[src/rtl/pipeline_ctrl_pkg.sv]
// Shared types for the rvga pipeline controller: register index, controller
// state encoding and the grouped stall/flush bundle.
package pipeline_ctrl_pkg;

    localparam int REG_W = 5;

    typedef logic [REG_W-1:0] rvga_reg;

    typedef enum logic [1:0] {
        RUN      = 2'd0,
        MEM_WAIT = 2'd1,
        HALTED   = 2'd2
    } rvga_ctrl_state;

    typedef struct packed {
        logic stall_if;
        logic stall_id;
        logic stall_ex;
        logic stall_mem;
        logic stall_wb;
        logic flush_id;
        logic flush_ex;
    } rvga_stall_s;

    localparam rvga_stall_s STALL_NONE     = rvga_stall_s'(7'b00000_00);
    localparam rvga_stall_s STALL_ALL      = rvga_stall_s'(7'b11111_00);
    localparam rvga_stall_s STALL_REDIRECT = rvga_stall_s'(7'b00000_11);
    localparam rvga_stall_s STALL_BUBBLE   = rvga_stall_s'(7'b11000_01);

endpackage

[src/rtl/pipeline_ctrl_hazard.sv]
// Combinational load-use comparator between the decode operands and the load
// sitting in execute; also intended for reuse by the forwarding unit.
module hazard_detect
    import pipeline_ctrl_pkg::*;
(
    input  logic [REG_W-1:0] id_rs1_i,
    input  logic [REG_W-1:0] id_rs2_i,
    input  logic             id_rs1_r_v_i,
    input  logic             id_rs2_r_v_i,
    input  logic [REG_W-1:0] ex_rd_i,
    input  logic             ex_ld_v_i,
    output logic             hazard_o
);

    logic rs1_match;
    logic rs2_match;

    assign rs1_match = id_rs1_r_v_i && (id_rs1_i == ex_rd_i);
    assign rs2_match = id_rs2_r_v_i && (id_rs2_i == ex_rd_i);

    // x0 is hardwired to zero, so a load targeting it never creates a dependency.
    assign hazard_o  = ex_ld_v_i && (ex_rd_i != '0) && (rs1_match || rs2_match);

endmodule

[src/rtl/pipeline_ctrl.sv]
// Stall/flush sequencer for the 5-stage rvga pipeline: load-use bubbles,
// redirects, data-memory waits with a sticky timeout, halt/resume, perf counters.
module pipeline_ctrl
    import pipeline_ctrl_pkg::*;
#(
    parameter int unsigned CNT_WIDTH_P = 32,
    parameter int unsigned TIMEOUT_P   = 255
) (
    input  logic                   clk_i,
    input  logic                   rst_i,
    input  logic [REG_W-1:0]       id_rs1_i,
    input  logic [REG_W-1:0]       id_rs2_i,
    input  logic                   id_rs1_r_v_i,
    input  logic                   id_rs2_r_v_i,
    input  logic [REG_W-1:0]       ex_rd_i,
    input  logic                   ex_ld_v_i,
    input  logic                   redirect_v_i,
    input  logic                   dmem_req_v_i,
    input  logic                   dmem_ack_i,
    input  logic                   halt_v_i,
    input  logic                   resume_i,
    output logic                   stall_if_o,
    output logic                   stall_id_o,
    output logic                   stall_ex_o,
    output logic                   stall_mem_o,
    output logic                   stall_wb_o,
    output logic                   flush_id_o,
    output logic                   flush_ex_o,
    output logic                   halted_o,
    output logic                   timeout_o,
    output logic [CNT_WIDTH_P-1:0] stall_cnt_o,
    output logic [CNT_WIDTH_P-1:0] bubble_cnt_o
);

    localparam int unsigned WAIT_W = $clog2(TIMEOUT_P + 1);
    localparam logic [WAIT_W-1:0] TIMEOUT_C = WAIT_W'(TIMEOUT_P);
    localparam logic [WAIT_W-1:0] WAIT_ONE  = WAIT_W'(1);

    rvga_ctrl_state          state_q, state_d;
    logic [WAIT_W-1:0]       wait_cnt_q, wait_cnt_d;
    logic                    timeout_q, timeout_d;
    logic [CNT_WIDTH_P-1:0]  stall_cnt_q, stall_cnt_d;
    logic [CNT_WIDTH_P-1:0]  bubble_cnt_q, bubble_cnt_d;

    logic                    hazard;
    rvga_stall_s             run_ctrl;
    logic                    run_bubble;
    rvga_stall_s             ctrl;
    rvga_stall_s             ctrl_out;
    logic                    bubble;

    hazard_detect u_hazard (
        .id_rs1_i     (id_rs1_i),
        .id_rs2_i     (id_rs2_i),
        .id_rs1_r_v_i (id_rs1_r_v_i),
        .id_rs2_r_v_i (id_rs2_r_v_i),
        .ex_rd_i      (ex_rd_i),
        .ex_ld_v_i    (ex_ld_v_i),
        .hazard_o     (hazard)
    );

    // Redirect/load-use response shared by RUN and the MEM_WAIT ack cycle.
    assign run_ctrl   = redirect_v_i ? STALL_REDIRECT :
                        hazard       ? STALL_BUBBLE   : STALL_NONE;
    assign run_bubble = !redirect_v_i && hazard;

    // NOTE: every signal driven here gets a default first, so no path can infer a latch.
    always_comb begin
        state_d    = state_q;
        wait_cnt_d = wait_cnt_q;
        ctrl       = STALL_NONE;
        bubble     = 1'b0;

        unique case (state_q)
            RUN: begin
                if (halt_v_i) begin
                    ctrl    = STALL_ALL;
                    state_d = HALTED;
                end else if (dmem_req_v_i && !dmem_ack_i) begin
                    ctrl       = STALL_ALL;
                    state_d    = MEM_WAIT;
                    wait_cnt_d = WAIT_ONE;
                end else begin
                    ctrl   = run_ctrl;
                    bubble = run_bubble;
                end
            end
            MEM_WAIT: begin
                if (!dmem_ack_i) begin
                    ctrl       = STALL_ALL;
                    wait_cnt_d = (wait_cnt_q == TIMEOUT_C) ? wait_cnt_q : wait_cnt_q + WAIT_ONE;
                end else begin
                    ctrl       = run_ctrl;
                    bubble     = run_bubble;
                    state_d    = RUN;
                    wait_cnt_d = '0;
                end
            end
            HALTED: begin
                ctrl = STALL_ALL;
                if (resume_i) begin
                    state_d = RUN;
                end
            end
            default: begin
                state_d    = RUN;
                wait_cnt_d = '0;
            end
        endcase
    end

    assign timeout_d    = timeout_q || (wait_cnt_d == TIMEOUT_C);
    assign stall_cnt_d  = stall_cnt_q + CNT_WIDTH_P'(ctrl.stall_wb);
    assign bubble_cnt_d = bubble_cnt_q + CNT_WIDTH_P'(bubble);

    // NOTE: sequential state uses non-blocking assignments so all registers update together.
    always_ff @(posedge clk_i or posedge rst_i) begin
        if (rst_i) begin
            state_q      <= RUN;
            wait_cnt_q   <= '0;
            timeout_q    <= 1'b0;
            stall_cnt_q  <= '0;
            bubble_cnt_q <= '0;
        end else begin
            state_q      <= state_d;
            wait_cnt_q   <= wait_cnt_d;
            timeout_q    <= timeout_d;
            stall_cnt_q  <= stall_cnt_d;
            bubble_cnt_q <= bubble_cnt_d;
        end
    end

    // Held inputs could otherwise re-assert stalls while reset is still active.
    assign ctrl_out = rst_i ? STALL_NONE : ctrl;

    assign stall_if_o   = ctrl_out.stall_if;
    assign stall_id_o   = ctrl_out.stall_id;
    assign stall_ex_o   = ctrl_out.stall_ex;
    assign stall_mem_o  = ctrl_out.stall_mem;
    assign stall_wb_o   = ctrl_out.stall_wb;
    assign flush_id_o   = ctrl_out.flush_id;
    assign flush_ex_o   = ctrl_out.flush_ex;
    assign halted_o     = (state_q == HALTED);
    assign timeout_o    = timeout_q;
    assign stall_cnt_o  = stall_cnt_q;
    assign bubble_cnt_o = bubble_cnt_q;

endmodule
[config.mk]
export PLATFORM = sky130hd
export DESIGN_NAME = pipeline_ctrl
export DESIGN_NICKNAME = d
export VERILOG_FILES = /design/src/rtl/pipeline_ctrl_pkg.sv /design/src/rtl/pipeline_ctrl_hazard.sv /design/src/rtl/pipeline_ctrl.sv
export SDC_FILE = /design/constraint.sdc
export NUM_CORES = 1
export LEC_CHECK = 0
export CAP_MARGIN = 20
export CORE_MARGIN = 5
export CORE_UTILIZATION = 30
export DETAILED_ROUTE_END_ITERATION = 8
export GPL_TIMING_DRIVEN = 1
export PLACE_DENSITY = 0.66
export SLEW_MARGIN = 20
export SYNTH_ARGS = -nofsm -noshare
export SYNTH_HDL_FRONTEND = slang
export SYNTH_HIERARCHICAL = 1
export SYNTH_SLANG_ARGS = --single-unit
[constraint.sdc]
create_clock -name clk_i -period 6.99 [get_ports clk_i]
set_input_delay 1.0485 -clock clk_i [delete_from_list [all_inputs] [get_ports clk_i]]
set_output_delay 1.0485 -clock clk_i [all_outputs]
set_load 0.05 [all_outputs]
---- After elaboration in Yosys (flattened, before gate mapping) ----
Index checks and enable logic that the tools add are counted.
word-level totals
  ROM bits ................................ 0
  memories kept ........................... 0
  logic and storage cells ................. 51
  bits of input ports ..................... 25
  register bits ........................... 75
  output and inout port bits .............. 73
  bits in latches ......................... 0
  RAM bits ................................ 0
cells by class
  equal/unequal tests ..................... 9
  bitwise gates (word level) .............. 0
  reduce and logical (&&, ||, !) cells .... 13
  multiply operators ...................... 0
  $add $sub $neg .......................... 3
  div/mod/pow operators ................... 0
  shift-type cells ........................ 0
  muxes and demuxes ....................... 21
  $lt $le $gt $ge ......................... 0
operator list
  cell                 count
  $add 32x1->32        2
  $mux 7               6
  $mux 8               4
  $pmux 8 s3           1
  $pmux 7 s3           1
  $eq 8x8->1 const B   2
  $eq 5x5->1           2
  $add 8x1->8 const B  1
  $mux 2               4
  $logic_and 1x1->1    6
  $pmux 2 s3           1
  $reduce_bool 5->1    1
  $ne 2x2->1 const B   2
  $mux 1               3
  $ne 3x3->1 const B   1
  $reduce_and 3->1     1
  $eq 2x1->1 const B   1
  $eq 2x2->1 const B   1
  $logic_not 1->1      2
  $logic_not 2->1      1
  $logic_or 1x1->1     2
  $pmux 1 s2           1

---- Longest topological paths before layout ----
Gate-level depths: netlist of run 1.
  depth in word-level cells ............... 10
  mapped depth ............................ 12
  gate-level depth less buffers ........... 12

---- By module ----
Netlist of run 1, hierarchy kept.
by module, submodules not included
  module         cells an instance  area an instance (µm²)  sequential area each (µm²)  times used
  pipeline_ctrl  325                3515.9                  1876.8                      1
  hazard_detect  17                 133.9                   0.0                         1

---- Worst setup path before layout of run 1 ----
No wires, ideal clock.
  kind .................................... input to output
  start point ............................. input ex_rd_i[0]
  end point ............................... output stall_if_o
  data arrival time ....................... 3.002 ns
  path slack .............................. 2.939 ns
  stages on the path ...................... 7
  buffers on the path ..................... 1
  required time ........................... 5.941 ns
  cell sequence ........................... xor2_1 -> nor4_2 -> nand3_1 -> a21oi_1 -> nand3b_1 -> a21oi_1 -> buf_4
on the way
  word-level cells in the longest chain between the ends .. 10
  elaborated cells on any way between the ends .. 15
  those cells by class .................... 2 x eq/ne; 7 x mux; 6 x reduce/logical
ends and longest elaborated chain
  item                                  RTL line                                                RTL
  from (decl)                           pipeline_ctrl.sv:15                                     input logic [REG_W-1:0] ex_rd_i,
  $eq 5x5->1 (on tied branches)         pipeline_ctrl_hazard.sv:18, pipeline_ctrl_hazard.sv:19
  $logic_and 1x1->1 (on tied branches)  pipeline_ctrl_hazard.sv:18, pipeline_ctrl_hazard.sv:19
  $logic_or 1x1->1                      pipeline_ctrl_hazard.sv:22                              assign hazard_o = ex_ld_v_i && (ex_rd_i != '0) && (rs1_match || rs2_match);
  $logic_and 1x1->1 (*)                 pipeline_ctrl_hazard.sv:22
  via hazard                            pipeline_ctrl.sv:45                                     logic hazard;
  $mux 7 (*)                            pipeline_ctrl.sv:64                                     hazard ? STALL_BUBBLE : STALL_NONE;
  $mux 7 (*)                            pipeline_ctrl.sv:63                                     assign run_ctrl = redirect_v_i ? STALL_REDIRECT :
  $mux 7                                pipeline_ctrl.sv:79                                     end else if (dmem_req_v_i && !dmem_ack_i) begin
  $mux 7                                pipeline_ctrl.sv:76                                     if (halt_v_i) begin
  $pmux 7 s3 (*)                        pipeline_ctrl.sv:74                                     unique case (state_q)
  $mux 7 (*)                            pipeline_ctrl.sv:134                                    assign ctrl_out = rst_i ? STALL_NONE : ctrl;
  to (decl)                             pipeline_ctrl.sv:22                                     output logic stall_if_o,
The timed path passes the listed nets; every way through them passes the cells marked *.

---- Worst setup path after layout of run 1 ----
  start point ............................. input ex_rd_i[2]
  end point ............................... output stall_if_o
The elaborated chain is that of the path after synthesis.

==> impl_metrics.py, run 1 <==
metrics = {
    "run_status": {
        "status": "finished, final reports clean",
    },
    "synthesis": {
        "async_flop_share_pct": 100,
        "synth_cells": 342,
        "synthTopCellsByCount": "75 x dfrtp_1, 36 x xnor2_1, 34 x xor2_1, 30 x nand2_1, 27 x nor2_1",
        "yosysSeqAreaShare_pct": 51.4,
        "synth_area_leaders": "dfrtp_1 51%, xnor2_1 8.6%, xor2_1 8.2%, nand3_1 3.2%, nand2_1 3.1%",
        "yosysUniqueCellTypes": 50,
        "ys.flop_type": "dfrtp_1",
        "synth_edf_count": 0,
        "syn-cell-area_um2": 3650,
        "synth_nets": 372,
        "syn_area_per_cell_um2": 10.7,
        "ys_seq_elements": 75,
        "synth_top_area_share_pct": 51.4,
        "yosysWarnings": 6,
        "yosysMostFrequentCell": "dfrtp_1",
        "yosys.area.top_type": "dfrtp_1",
    },
    "critical_path": {
        "worstSetupPathType": "in2out",
        "cp.arrival_ps": 3530,
        "r2r_end": "bubble_cnt_o[30]",
        "critPathLaunch": "ex_rd_i[2]",
        "critPathTopFamily": "buffers and inverters",
        "crit_end": "stall_if_o",
        "ff2ff_path_depth": 11,
        "worstPathCellList": "clkdlybuf4s50_1, xor2_1, nor4_1, nand3_1, a21oi_1, nand3b_1, a21oi_1, clkdlybuf4s50_1",
        "cp.required_ps": 5940,
        "crit_cells": 8,
        "cp_slowest_stage_delay_ps": 840,
        "ff2ff_setup_slack_ps": 4130,
        "end_kind": "output port",
        "cp_max_fo": 3,
        "crit_slowest_cell": "clkdlybuf4s50_1",
        "worstSetupStartpointType": "input pin",
        "regToRegStartpoint": "state_q[0]",
        "path_buf_inv": 2,
    },
    "grt": {
        "grt_pass1_wl_mm": 14.0,
        "antenna_found_initial": 0,
        "grt_max_degree": 76,
        "grt_pass1_vias": 2877,
        "gr-total-overflow": 0,
        "track_usage_pct": 11.9,
    },
    "placed_design": {
        "place_ws_ps": 2410,
        "hpwlAfterDp_mm": 6.24,
        "detailed_place.area_um2": 4760,
        "dp_cells": 579,
        "port_buffers": 97,
        "place_congestion": 0.751,
    },
    "detailed_routing": {
        "drt_iter0_drc": 125,
        "wirelength_mm": 8.33,
        "wire_per_inst_um": 14.0,
        "num_vias": 2883,
        "drc": 0,
        "drt-pass1-iter-count": 4,
        "viasPerCell": 4.85,
        "ant_nets": 0,
    },
    "pwr": {
        "pwr_density_cell_nw_per_um2": 245,
        "switching_share_pct": 30.6,
        "p_sw_w": 0.000382,
        "p_int_w": 0.000866,
        "comb_power_share_pct": 19.9,
        "pwr-share-clk_pct": 40.0,
        "p_seq_share_pct": 40.1,
        "p_leak_nw": 2.22,
        "worst_ir_drop_vdd_mv": 0.151,
    },
    "floorplan": {
        "die_w_um": 120,
        "core_area_um2": 12000,
        "io_pins": 98,
        "design.die.area_um2": 14500,
        "start_util_pct": 30.5,
        "rows": 40,
        "die_y_um": 120,
    },
    "timing": {
        "final.min_clock_period_ps": 4580,
        "worstMarginPinSlew_ps": 687,
        "report.final.slew_viol_count": 0,
        "finalHoldViolCount": 0,
        "setup_tns_ps": 0,
        "rsz0062_at_grt": "no",
        "finalCritPeriodShare_pct": 65.5,
        "setup_viol": 0,
        "finalWorstSetupSlack_ps": 2410,
        "maxSlewHeadroom_pct": 54.2,
        "max_freq_ghz": 0.218,
        "fin_skew_ps": 7.68,
    },
    "flow_run": {
        "drv_cap": 0,
    },
    "cells_and_area": {
        "fin_cells": 595,
        "syn_to_final_growth_pct": 39.4,
        "n_antenna_cell": 0,
        "drive_gt1_share_pct": 5.80,
        "finalNetCount": 473,
        "final_area_um2": 5090,
    },
    "clocking": {
        "cts_made_buffers": 9,
        "insertion_delay_ps": 330,
        "cts_resized": 0,
        "clock_path_buffers": 2,
        "cts-root-buf": "clkbuf_16",
        "cts_setup_buffers": 0,
        "htree_levels": 3,
        "path_clk_slew_ps": 60,
        "clock-sinks": 75,
        "holdBufCountCts": 0,
        "cts_tree": "built",
    },
    "min_path": {
        "hp-class": "reg2reg",
    },
}
-- per-layer routing --
layer / vias up / global-route usage (%) / wire length, um
met3: 12 / 3.60 / 478
met2: 78 / 18.9 / 3930
met5: - / 0 / 0
li1: 1401 / - / -
met4: 0 / 4.82 / 150
met1: 1392 / 15.1 / 3770
-- how the worst min path moves through the flow --
stage               slack (ps)          endpoint  cells after the start             start
CTS                        470  bubble_cnt_o[31]                      1  bubble_cnt_o[31]
floorplan                  510     wait_cnt_q[7]                      2     wait_cnt_q[7]
finish                     460         timeout_o                      2         timeout_o
global placement           450         timeout_o                      2         timeout_o
global route               480  bubble_cnt_o[31]                      1  bubble_cnt_o[31]
detailed placement         460         timeout_o                      2         timeout_o
-- through the flow --
step                      util (%)  hold slack (ps)  total power (W)
after floorplan                  -              509         0.000667
after global placement        39.8              453         0.000752
after detailed placement      39.8              457         0.000758
after CTS                     42.5              472          0.00127
after global routing          42.5              484          0.00130
final                         42.5              463          0.00125
-- worst reg2reg max path, stage by stage (launching register included) --
cell	delay [ps]
dfrtp_1	480
inv_1	150
a21oi_1	150
nand2_1	80
nor3b_1	280
ha_1	240
ha_1	210
nand2_1	80
nor2_1	440
nand4_1	320
nor2_1	190
xor2_1	170
-- layout by cell type, fill, tap and decap left out, types with 2 or more instances in the layout --
cell type | synthesis | routed
and2_1 | 6 | 6
o21a_1 | 2 | 2
xor2_1 | 34 | 34
clkdlybuf4s50_1 | 0 | 97
nand2_1 | 30 | 30
clkinvlp_4 | 0 | 3
nand3_1 | 23 | 23
bufinv_16 | 0 | 2
nor2_1 | 27 | 27
a31oi_1 | 2 | 2
o21ai_0 | 2 | 2
xnor2_1 | 36 | 36
inv_1 | 10 | 9
or2_2 | 2 | 2
ha_1 | 5 | 5
a21oi_1 | 7 | 7
clkbuf_16 | 0 | 9
nor3_1 | 6 | 6
dfrtp_1 | 75 | 75
and3_1 | 12 | 12
and4_1 | 9 | 9
nand4_1 | 17 | 17
nand3b_1 | 2 | 2
-- power groups by stage --
stage | Clock (W) | Combinational, W | Sequential [W]
3_3_place_gp | 0 | 0.000244 | 0.000508
4_1_cts | 0.000514 | 0.000250 | 0.000501
2_1_floorplan | 0 | 0.0000927 | 0.000575
3_5_place_dp | 0 | 0.000249 | 0.000509
5_1_grt | 0.000535 | 0.000263 | 0.000507
6_report | 0.000499 | 0.000248 | 0.000501
-- registers in the layout, summed over array words and instances, names as in the netlist --
| signal | count |
|---|---|
| bubble_cnt_o | 32 |
| stall_cnt_o | 32 |
| wait_cnt_q | 8 |
| state_q | 2 |
| timeout_o | 1 |
-- cells by family (layout without fill, tap and decap cells) --
logic type | count (synthesis) | in the layout | share of synthesized area, %
fa+ha+maj | 5 | 5 | 1.71
buf+inv | 18 | 124 | 2.54
flops | 75 | 75 | 51.4
xor+xnor | 70 | 70 | 16.8
compound gates | 28 | 28 | 5.83
simple gates | 146 | 146 | 21.7
-- layout make-up --
| cell class | instances | area, um2 |
|---|---|---|
| clock buffers | 9 | 225 |
| clock inverters | 7 | 100 |
| fillers | 1147 | 6880 |
| inverters | 10 | 37.5 |
| multi-input cells | 249 | 1680 |
| flip-flops and latches | 75 | 1880 |
| well taps | 147 | 184 |
| repair buffers | 98 | 982 |
Note: power is estimated with default switching activity, not from simulation.
==> run 2, diff against run 1 <==
PLACE_DENSITY = 0.68   (was 0.66)
clock period = 4.15 ns   (was 6.99 ns; I/O delays follow)
==> impl_metrics.py, run 2 (synthesis results as in run 1) <==
metrics = {
    "run_status": {
        "status": "finished, final reports clean",
    },
    "critical_path": {
        "worstPathCellList": "clkdlybuf4s50_1, xor2_1, nor4_2, nand3_1, a21oi_1, nand3b_1, a21oi_1, clkdlybuf4s50_1",
        "path_buf_inv": 2,
        "cp_max_fo": 3,
        "crit_slowest_cell": "clkdlybuf4s50_1",
        "cp.arrival_ps": 3070,
        "cp.required_ps": 3530,
        "end_kind": "output port",
        "cp_slowest_stage_delay_ps": 840,
        "worstSetupPathType": "in2out",
        "r2r_end": "stall_cnt_o[18]",
        "regToRegStartpoint": "state_q[0]",
        "critPathLaunch": "ex_rd_i[0]",
        "ff2ff_path_depth": 11,
        "worstSetupStartpointType": "input pin",
        "critPathTopFamily": "buffers and inverters",
        "ff2ff_setup_slack_ps": 1530,
    },
    "floorplan": {
        "core_area_um2": 12000,
        "io_pins": 98,
        "start_util_pct": 30.5,
        "rows": 40,
        "design.die.area_um2": 14500,
        "die_w_um": 120,
        "die_y_um": 120,
    },
    "grt": {
        "track_usage_pct": 11.4,
        "antenna_found_initial": 0,
        "grt_pass1_wl_mm": 13.6,
        "grt_pass1_vias": 2901,
        "gr-total-overflow": 0,
        "grt_max_degree": 60,
    },
    "timing": {
        "setup_tns_ps": 0,
        "final.min_clock_period_ps": 3690,
        "setup_viol": 0,
        "maxSlewHeadroom_pct": 51.3,
        "finalWorstSetupSlack_ps": 459,
        "max_freq_ghz": 0.271,
        "finalCritPeriodShare_pct": 88.9,
        "rsz0062_at_grt": "no",
        "worstMarginPinSlew_ps": 730,
        "report.final.slew_viol_count": 0,
        "finalHoldViolCount": 0,
        "fin_skew_ps": 7.21,
    },
    "placed_design": {
        "place_congestion": 0.842,
        "dp_cells": 580,
        "hpwlAfterDp_mm": 6.20,
        "detailed_place.area_um2": 4770,
        "port_buffers": 97,
        "place_ws_ps": 474,
    },
    "clocking": {
        "cts_made_buffers": 9,
        "htree_levels": 3,
        "holdBufCountCts": 0,
        "cts_setup_buffers": 0,
        "path_clk_slew_ps": 50,
        "clock_path_buffers": 2,
        "cts_tree": "built",
        "clock-sinks": 75,
        "insertion_delay_ps": 320,
        "cts-root-buf": "clkbuf_16",
        "cts_resized": 0,
    },
    "cells_and_area": {
        "final_area_um2": 5080,
        "drive_gt1_share_pct": 5.79,
        "fin_cells": 596,
        "final_common_cell": "clkdlybuf4s50_1",
        "layout_common_cells": "97 x clkdlybuf4s50_1, 75 x dfrtp_1, 36 x xnor2_1, 34 x xor2_1, 30 x nand2_1",
        "finalNetCount": 474,
        "syn_to_final_growth_pct": 39.1,
        "n_antenna_cell": 0,
    },
    "min_path": {
        "hp-class": "reg2reg",
        "whs_endpoint": "timeout_o",
        "hp-start": "timeout_o",
        "whs_path_depth": 2,
    },
    "detailed_routing": {
        "drt_iter0_drc": 119,
        "wire_per_inst_um": 13.5,
        "wirelength_mm": 8.05,
        "num_vias": 2887,
        "ant_nets": 0,
        "viasPerCell": 4.84,
        "drt-pass1-iter-count": 4,
        "drc": 0,
    },
    "pwr": {
        "pwr_density_cell_nw_per_um2": 406,
        "p_leak_nw": 2.23,
        "worst_ir_drop_vdd_mv": 0.269,
    },
    "flow_run": {
        "drv_cap": 0,
    },
}
## run 2: cell count changes in the layout (fill, tap and decap cells not counted), sizes merged
cell      change
buf           +1
clkinvlp      -3
inv           -1
clkbuf        +1
clkinv        +3
## run 2: area by class of cell
cell class,count,area (um2)
clock buffer,10,229
clock inverter,6,80.1
fill,1157,6890
inverter,10,40.0
multi-input combinational,249,1680
sequential,75,1880
tap,147,184
timing repair buffer,99,986
## run 2: worst register-to-register path, cell delays in order (launching register included)
cell and delay, ps:
dfrtp_1 460, inv_1 160, o21ai_0 130, o21a_1 160, inv_1 60, ha_1 220
ha_1 230, nand3_1 140, or2_2 350, nor2_1 280, nand4_1 160, xnor2_1 150
## run 2: metrics by stage
step | util (%) | hold slack (ps) | total power, W
final | 42.4 | 468 | 0.00206
after global routing | 42.4 | 486 | 0.00214
after CTS | 42.4 | 475 | 0.00209
after detailed placement | 39.8 | 454 | 0.00128
after global placement | 39.8 | 448 | 0.00127
after floorplan | - | 509 | 0.00112
## run 2: where the power goes
part | switching, W | internal [W] | total [W]
clock network | 0.000280 | 0.000522 | 0.000802
registers | 0.0000653 | 0.000779 | 0.000844
logic | 0.000263 | 0.000151 | 0.000414
## run 2: worst max-delay path by stage
stage	endpoint	slack (ps)	depth (start not counted)
after floorplan	stall_if_o	950	7
final	stall_if_o	460	8
after global routing	stall_if_o	270	8
after global placement	stall_id_o	540	8
after CTS	stall_if_o	450	8
after detailed placement	stall_if_o	470	8
## run 2: metal layers
metal	up-vias	global-route usage [%]	wire, um
met5	-	0	0
met4	0	4.53	141
met3	11	3.32	492
met2	92	18.1	3750
met1	1377	14.5	3670
li1	1407	-	-
==> run 3, diff against run 2 <==
CORE_UTILIZATION = 35   (was 30)
PLACE_DENSITY = 0.75   (was 0.68)
TNS_END_PERCENT = 5   (was not set)
==> impl_metrics.py, run 3 (synthesis results as in run 1) <==
metrics = {
    "cells_and_area": {
        "syn_to_final_growth_pct": 36.1,
        "n_fill_cell": 947,
        "multi_input_area_um2": 1680,
        "final_common_cell": "clkdlybuf4s50_1",
        "layout_common_cells": "97 x clkdlybuf4s50_1, 75 x dfrtp_1, 36 x xnor2_1, 34 x xor2_1, 30 x nand2_1",
        "final_area_um2": 4970,
        "n_antenna_cell": 0,
        "finalNetCount": 475,
        "regArea_um2": 1880,
        "fin_cells": 586,
        "drive_gt1_share_pct": 6.22,
    },
    "pwr": {
        "comb_power_share_pct": 22.5,
        "pwr-share-clk_pct": 31.8,
        "p_seq_share_pct": 45.7,
        "worst_ir_drop_vdd_mv": 0.307,
        "p_sw_w": 0.000618,
        "switching_share_pct": 33.5,
        "p_leak_nw": 2.18,
        "finalPower_w": 0.00184,
        "pwr_density_cell_nw_per_um2": 371,
        "p_int_w": 0.00123,
    },
    "clocking": {
        "clock_path_buffers": 2,
        "cts_made_buffers": 9,
        "cts_resized": 0,
        "clock-sinks": 75,
        "holdBufCountCts": 0,
        "htree_levels": 3,
        "cts_setup_buffers": 0,
        "cts-root-buf": "clkbuf_8",
        "path_clk_slew_ps": 80,
        "cts_tree": "built",
        "insertion_delay_ps": 340,
    },
    "critical_path": {
        "end_kind": "output port",
        "crit_slowest_cell": "clkdlybuf4s50_1",
        "worstSetupStartpointType": "input pin",
        "ff2ff_path_depth": 11,
        "cp_slowest_stage_delay_ps": 850,
        "path_buf_inv": 2,
        "ff2ff_setup_slack_ps": 1600,
        "critPathTopFamily": "buffers and inverters",
        "cp_max_fo": 3,
        "worstSetupPathType": "in2out",
        "crit_cells": 8,
        "regToRegStartpoint": "state_q[0]",
        "cp.arrival_ps": 3110,
        "worstPathCellList": "clkdlybuf4s50_1, xor2_1, nor4_1, nand3_1, a21oi_1, nand3b_1, a21oi_1, clkdlybuf4s50_1",
        "cp.required_ps": 3530,
        "r2r_end": "stall_cnt_o[18]",
    },
    "timing": {
        "final.min_clock_period_ps": 3730,
        "worstMarginPinSlew_ps": 938,
        "finalHoldViolCount": 0,
        "max_freq_ghz": 0.268,
        "rsz0062_at_grt": "no",
        "report.final.slew_viol_count": 0,
        "fin_skew_ps": 13.7,
        "finalCritPeriodShare_pct": 90.0,
        "hold_slack_ps": 467,
        "setup_tns_ps": 0,
        "setup_viol": 0,
        "maxSlewHeadroom_pct": 37.5,
    },
    "detailed_routing": {
        "drt-pass1-iter-count": 4,
        "viasPerCell": 4.93,
        "wirelength_mm": 8.20,
        "wire_per_inst_um": 14.0,
        "ant_nets": 0,
        "drc": 0,
        "drt_iter0_drc": 99,
        "num_vias": 2888,
    },
    "floorplan": {
        "die_w_um": 112,
        "rows": 37,
        "io_pins": 98,
        "die_y_um": 112,
        "design.die.area_um2": 12600,
        "start_util_pct": 35.7,
        "core_area_um2": 10200,
    },
    "flow_run": {
        "drv_cap": 0,
    },
    "grt": {
        "gr-total-overflow": 0,
        "grt_pass1_vias": 2942,
        "track_usage_pct": 13.5,
        "grt_pass1_wl_mm": 14.0,
        "grt_max_degree": 76,
        "antenna_found_initial": 0,
    },
    "placed_design": {
        "dp_cells": 570,
        "hpwlAfterDp_mm": 6.22,
        "detailed_place.area_um2": 4760,
        "place_congestion": 0.787,
        "port_buffers": 97,
    },
    "min_path": {
        "whs_endpoint": "bubble_cnt_o[31]",
        "hp-start": "bubble_cnt_o[31]",
        "whs_path_depth": 1,
        "hp-class": "reg2reg",
    },
    "run_status": {
        "status": "finished, final reports clean",
    },
}
[run 3: cell types whose count changed in the layout (fill, tap and decap cells not counted), sizes merged]
cell      before  now
buf            2    3
inv           10   12
clkinv         4    1
bufinv         2    1
clkinvlp       0    2
[run 3: routing by layer]
layer | up-vias | global-route usage [%] | part of all wire [%] | wire length (um)
li1 | 1400 | - | - | -
met2 | 82 | 22.4 | 48 | 3910
met4 | 0 | 3.93 | 1.3 | 105
met1 | 1397 | 16.2 | 43 | 3560
met5 | - | 0 | 0 | 0
met3 | 9 | 5.28 | 7.6 | 620
[run 3: worst max-delay path by stage]
| stage | endpoint | from | slack, ps |
|---|---|---|---|
| final | stall_if_o | ex_rd_i[2] | 420 |
| after global placement | stall_id_o | ex_rd_i[3] | 530 |
| after CTS | stall_if_o | ex_rd_i[2] | 430 |
| after global routing | stall_if_o | ex_rd_i[2] | 280 |
| after floorplan | stall_if_o | ex_rd_i[0] | 950 |
| after detailed placement | stall_if_o | ex_rd_i[0] | 450 |
[run 3: metrics by stage]
step                setup WS, ps  utilization [%]
global route                 280             48.6
floorplan                    951                -
finish                       415             48.6
detailed placement           448             46.5
CTS                          429             48.6
global placement             535             46.5
[run 3: cell type report]
cell class	count	area share, %
Sequential cell	75	37.8
Tap cell	136	3.43
Timing Repair Buffer	100	20.0
Clock inverter	6	1.44
Multi-Input combinational cell	249	33.8
Inverter	10	0.756
Clock buffer	10	2.77
[run 3: power groups by stage]
stage / sequential, W / combinational, W / clock, W
floorplan: 0.000968 / 0.000156 / 0
global placement: 0.000855 / 0.000412 / 0
detailed placement: 0.000857 / 0.000420 / 0
CTS: 0.000843 / 0.000422 / 0.000613
global route: 0.000855 / 0.000448 / 0.000646
finish: 0.000843 / 0.000415 / 0.000587
